<file path="src/rtl/coffee_brewer_1557.sv">
// rtl/coffee_brewer_1557.sv - coffee sequencer: cup drop, heat, pour, wait for cup removal
// Optional READY_TIMEOUT_EN: forced cup release after READY_TIMEOUT cycles in READY.
module coffee_brewer_1557 #(
  parameter int CUP_CYCLES    = 4,
  parameter int HEAT_CYCLES   = 8,
  parameter int POUR_CYCLES   = 6,
  parameter int PORTIONS      = 3,
  parameter int READY_TIMEOUT = 1000
) (
  input  logic clk11m,
  input  logic rst_n,
  input  logic prepare_coffee,
  input  logic cup_sensor,
  input  logic refill,
  output logic coffee_ready,
  output logic cup_out,
  output logic machine_empty,
  output logic cup_drop,
  output logic heater_on,
  output logic valve_open
);

  localparam int MAX_A   = (CUP_CYCLES > HEAT_CYCLES) ? CUP_CYCLES : HEAT_CYCLES;
  localparam int MAX_B   = (POUR_CYCLES > READY_TIMEOUT) ? POUR_CYCLES : READY_TIMEOUT;
  localparam int MAX_LEN = (MAX_A > MAX_B) ? MAX_A : MAX_B;
  localparam int CNT_W   = ($clog2(MAX_LEN) > 8) ? $clog2(MAX_LEN) : 8;

  localparam logic [CNT_W-1:0] CUP_LOAD  = CNT_W'(CUP_CYCLES - 1);
  localparam logic [CNT_W-1:0] HEAT_LOAD = CNT_W'(HEAT_CYCLES - 1);
  localparam logic [CNT_W-1:0] POUR_LOAD = CNT_W'(POUR_CYCLES - 1);
`ifdef READY_TIMEOUT_EN
  localparam logic [CNT_W-1:0] READY_LOAD = CNT_W'(READY_TIMEOUT - 1);
`else
  localparam logic [CNT_W-1:0] READY_LOAD = '0;
`endif
  localparam logic [7:0] PORTIONS_INIT = 8'(PORTIONS);

  typedef enum logic [2:0] {IDLE, DROP, HEAT, POUR, READY} state_t;

  state_t           state, state_d;
  logic [CNT_W-1:0] cnt, cnt_d;
  logic [7:0]       portions, portions_d;
  logic             cup_fault, cup_fault_d;
  logic             prepare_q, cup_q;
  logic             cup_out_d;
  logic             rise, refill_ok, start, cup_fall;

  always_ff @(posedge clk11m or negedge rst_n) begin
    if (!rst_n) begin
      state         <= IDLE;
      cnt           <= '0;
      portions      <= PORTIONS_INIT;
      cup_fault     <= 1'b0;
      prepare_q     <= 1'b0;
      cup_q         <= 1'b0;
      cup_drop      <= 1'b0;
      heater_on     <= 1'b0;
      valve_open    <= 1'b0;
      coffee_ready  <= 1'b0;
      cup_out       <= 1'b0;
      machine_empty <= 1'b0;
    end else begin
      state         <= state_d;
      cnt           <= cnt_d;
      portions      <= portions_d;
      cup_fault     <= cup_fault_d;
      prepare_q     <= prepare_coffee;
      cup_q         <= cup_sensor;
      // Outputs are decoded from the next state so they line up with it.
      cup_drop      <= (state_d == DROP);
      heater_on     <= (state_d == HEAT);
      valve_open    <= (state_d == POUR);
      coffee_ready  <= (state_d == READY);
      cup_out       <= cup_out_d;
      machine_empty <= (portions_d == 8'd0) | cup_fault_d;
    end
  end

  always_comb begin
    state_d     = state;
    cnt_d       = cnt;
    portions_d  = portions;
    cup_fault_d = cup_fault;
    cup_out_d   = 1'b0;

    rise      = prepare_coffee & ~prepare_q;
    refill_ok = refill & (state == IDLE);
    // A same-cycle refill makes the machine non-empty before start is judged.
    start     = rise & (state == IDLE) & (refill_ok | ~machine_empty);
    cup_fall  = cup_q & ~cup_sensor;

    if (cnt != '0) begin
      cnt_d = cnt - 1'b1;
    end

    case (state)
      IDLE: begin
        if (refill_ok) begin
          portions_d  = PORTIONS_INIT;
          cup_fault_d = 1'b0;
        end
        if (start) begin
          state_d = DROP;
          cnt_d   = CUP_LOAD;
        end
      end
      DROP: begin
        if (cnt == '0) begin
          if (!cup_sensor) begin
            cup_fault_d = 1'b1;
            state_d     = IDLE;
          end else begin
            state_d = HEAT;
            cnt_d   = HEAT_LOAD;
          end
        end
      end
      HEAT: begin
        if (cnt == '0) begin
          state_d = POUR;
          cnt_d   = POUR_LOAD;
        end
      end
      POUR: begin
        if (cnt == '0) begin
          state_d = READY;
          cnt_d   = READY_LOAD;
          if (portions != 8'd0) begin
            portions_d = portions - 8'd1;
          end
        end
      end
      READY: begin
`ifdef READY_TIMEOUT_EN
        if (cup_fall || (cnt == '0)) begin
`else
        if (cup_fall) begin
`endif
          cup_out_d = 1'b1;
          state_d   = IDLE;
          cnt_d     = '0;
        end
      end
      default: begin
        state_d = IDLE;
        cnt_d   = '0;
      end
    endcase
  end

endmodule

</file>
<file path="config.mk">
export PLATFORM = sky130hd
export DESIGN_NAME = coffee_brewer_1557
export DESIGN_NICKNAME = d
export VERILOG_FILES = /design/src/rtl/coffee_brewer_1557.sv
export SDC_FILE = /design/constraint.sdc
export NUM_CORES = 1
export LEC_CHECK = 0
export CAP_MARGIN = 20
export CORE_MARGIN = 2
export CORE_UTILIZATION = 50
export DETAILED_ROUTE_END_ITERATION = 12
export PLACE_DENSITY_LB_ADDON = 0.08
export SYNTH_ARGS = -nofsm -noshare
export SYNTH_HDL_FRONTEND = slang
export SYNTH_SLANG_ARGS = --single-unit
</file>
<file path="constraint.sdc">
create_clock -name clk11m -period 5 [get_ports clk11m]
set_input_delay 1.5 -clock clk11m [delete_from_list [all_inputs] [get_ports clk11m]]
set_output_delay 1.5 -clock clk11m [all_outputs]
set_load 0.02 [all_outputs]
</file>
==> impl_metrics.tcl <==
set metrics [dict create \
    switching_share 0.4345 \
    die_x_um 62.85 \
    rows 21 \
    power_density_nw_per_um2 519.4 \
    synth-edff-count 0 \
    final_net_count 205 \
    h-tree-depth 2 \
    cts_made_buffers 5 \
    drc 0 \
    cts_buffer_depth 2 \
    start_util 0.5189 \
    rr_worst_depth 8 \
    drtIter0Drc 147 \
    first_pass_iters 4 \
    dp_cells 234 \
    dp_hpwl_mm 2.520 \
    ys_seq_area_frac 0.4350 \
    cts.clk_slew.worst_paths_ns 0.09 \
    finalSetupTns_ns 0 \
    crit_fanout 4 \
    grt_pass1_wl_mm 6.541 \
    drtAntennaViolNets 0 \
    slew_headroom 0.5624 \
    rsz0062_at_grt "false" \
    gp_congestion 0.8601 \
    holdWs_ns 0.5646 \
    worst_pin_slew_ns 0.6564 \
    first_global_vias 1404 \
    avgSynthCellArea_um2 9.463 \
    final_cells 241 \
    cts_hold_buf 0 \
    pwr-share-comb 0.437 \
    p_switching_uw 428.7 \
    num_antenna_cells 0 \
    grt_max_degree 31 \
    period_needed_ns 3.097 \
    vias 1389 \
    io_buffers 10 \
    synth_seq_cells 30 \
    syn_nets 193 \
    setup_viol 0 \
    ys_async_sr_fraction 1.000 \
    vdd_ir_drop_max_mv 0.3079 \
    finalMaxSlewViolations 0 \
    clkLatencyLatePin_ns 0.33 \
    synth_top_area_share 0.4046 \
    final_area_um2 1899 \
    placed_area_um2 1854 \
    grt_usage 0.2147 \
    coreArea_um2 3337 \
    root_buffer "clkbuf_4" \
    die_y_um 62.85 \
    reg2reg_from "cnt[0]$_DFF_PN0_" \
    hold_violations 0 \
    antenna_found_initial 0 \
    crit_type "input port to register" \
    cp.required_ns 5.28 \
    p_leak_uw 0.0008275 \
    r2r_slack_ns 2.44 \
    cts_resized 0 \
    ys_types 53 \
    start_kind "input port" \
    layout-drive-gt1-share 0.07692 \
    holdPathStages 2 \
    crit_arrival_ns 3.38 \
    hp-start "portions[1]$_DFF_PN1_" \
    worstReg2RegEnd "machine_empty$_DFF_PN0_" \
    fp.dieArea_um2 3950 \
    cts_tree "built" \
    cts_setup_buffers 0 \
    maxCapViolCount 0 \
    hold_class "register to register" \
    cts_sinks 30 \
    syn-instance-count 183 \
    ios 11 \
    pwr-share-seq 0.428 \
    synth_top_area_cell "dfrtp_1" \
    synth_ff_type "dfrtp_1" \
    fmax_mhz 322.8 \
    syn2layout_area_growth_pct 9.682 \
    post-route-period-util 0.6195 \
    synth_area_um2 1732 \
    worstHoldEndpoint "portions[1]$_DFF_PN1_" \
    synthTopCellsByArea "dfrtp_1 (40%), nor2_1 (4.6%), ha_1 (3.6%)" \
    p_int_uw 557.8 \
    fill_cells 308 \
    wire_per_inst_um 14.94 \
    routed_wl_mm 3.600 \
    status "completed" \
    synth_warnings 0 \
    overflow 0 \
    viasPerCell 5.763 \
    skew_ns 0.007081 \
    critPathCaptureType "register" \
    clkPwrFrac 0.135 \
]
[per-layer routing]
metal / global-route usage / share of wire / up-vias / wire length (um)
met5: 0 / 0 / - / 0
met4: 0.09167 / 0.021 / 0 / 76
met3: 0.05766 / 0.035 / 7 / 127
met2: 0.3481 / 0.49 / 27 / 1775
met1: 0.2701 / 0.45 / 677 / 1620
li1: - / - / 678 / -
[worst max path at each step]
stage	to	from	slack, ns	depth (start not counted)
2_1_floorplan	machine_empty$_DFF_PN0_	refill	2.18	5
3_3_place_gp	machine_empty$_DFF_PN0_	refill	1.61	6
3_5_place_dp	machine_empty$_DFF_PN0_	refill	1.58	6
4_1_cts	machine_empty$_DFF_PN0_	refill	1.93	6
5_1_grt	machine_empty$_DFF_PN0_	refill	1.86	6
6_report	machine_empty$_DFF_PN0_	refill	1.90	6
[flip-flops by register name, summed over array words and instances (netlist names)]
register and count:
machine_empty 1, valve_open 1, cnt 10, prepare_q 1, heater_on 1, cup_q 1, cup_drop 1, coffee_ready 1
cup_out 1, portions 8, cup_fault 1, state 3
[critical path: stages]
cell,delay (ns)
clkdlybuf4s50_1,0.48
or3b_1,0.35
a21o_1,0.23
a221o_1,0.38
nor4_1,0.29
a21o_1,0.15
[kinds of logic (layout without fill, tap and decap cells)]
family	after synthesis	count (layout)	share of synthesized area
simple gates	83	83	0.2811
buf+inv	16	28	0.04624
fa+ha+maj	5	5	0.03613
mux	1	1	0.005781
xor+xnor	7	7	0.03541
flops	30	30	0.4350
compound gates	41	41	0.1604
[cell usage after synthesis (3+ instances only)]
master,n
nand3b_1,4
ha_1,5
nand3_1,5
nand2_1,15
nor2_1,21
nand4_1,3
nor3_1,7
nor2b_1,4
or3_1,3
xor2_1,5
dfrtp_1,28
a21oi_1,11
o21ai_0,7
inv_1,10
[layout make-up]
type / count / area, um^2 / area share
Clock buffer: 7 / 45.04 / 0.02372
Inverter: 10 / 37.54 / 0.01976
Multi-Input combinational cell: 137 / 898.4 / 0.4730
Sequential cell: 30 / 753.2 / 0.3966
Tap cell: 46 / 57.56 / 0.03030
Timing Repair Buffer: 11 / 107.6 / 0.05665
[layout by cell type (no fill, tap or decap), types with 2 or more instances in the layout]
cell / netlist / layout
and2_1: 2 / 2
clkbuf_1: 2 / 2
a221o_1: 2 / 2
nand4_1: 3 / 3
or3_1: 3 / 3
nor4_1: 2 / 2
a21boi_0: 2 / 2
dfstp_2: 2 / 2
ha_1: 5 / 5
a21oi_1: 11 / 11
nor2b_1: 4 / 4
xor2_1: 5 / 5
and3_1: 2 / 2
nand3_1: 5 / 5
dfrtp_1: 28 / 28
a21o_1: 2 / 2
nor2_1: 21 / 21
o21ai_0: 7 / 7
or4b_1: 2 / 2
nand3b_1: 4 / 4
nand2_1: 15 / 15
a22o_1: 2 / 2
xnor2_1: 2 / 2
o21a_1: 2 / 2
nor3b_1: 2 / 2
nor3_1: 7 / 7
a31oi_1: 2 / 2
clkbuf_4: 0 / 5
inv_1: 10 / 10
nor3_2: 2 / 2
clkdlybuf4s50_1: 0 / 10
[power by group through the flow]
stage                     Clock (uW)  Combinational (uW)  Sequential, uW
after global placement             0                 421             423
after detailed placement           0                 428             426
after floorplan                    0                 330             408
final                            133                 431             422
after CTS                        137                 432             421
after global routing             152                 491             435
[stage by stage]
step,utilization,total power (uW),setup slack (ns)
floorplan,-,738.6,2.180
global placement,0.5557,843.6,1.609
detailed placement,0.5557,853.5,1.583
CTS,0.5692,990.5,1.929
global route,0.5692,1078,1.855
finish,0.5692,986.5,1.903
Note: power is estimated with default switching activity, not from simulation.
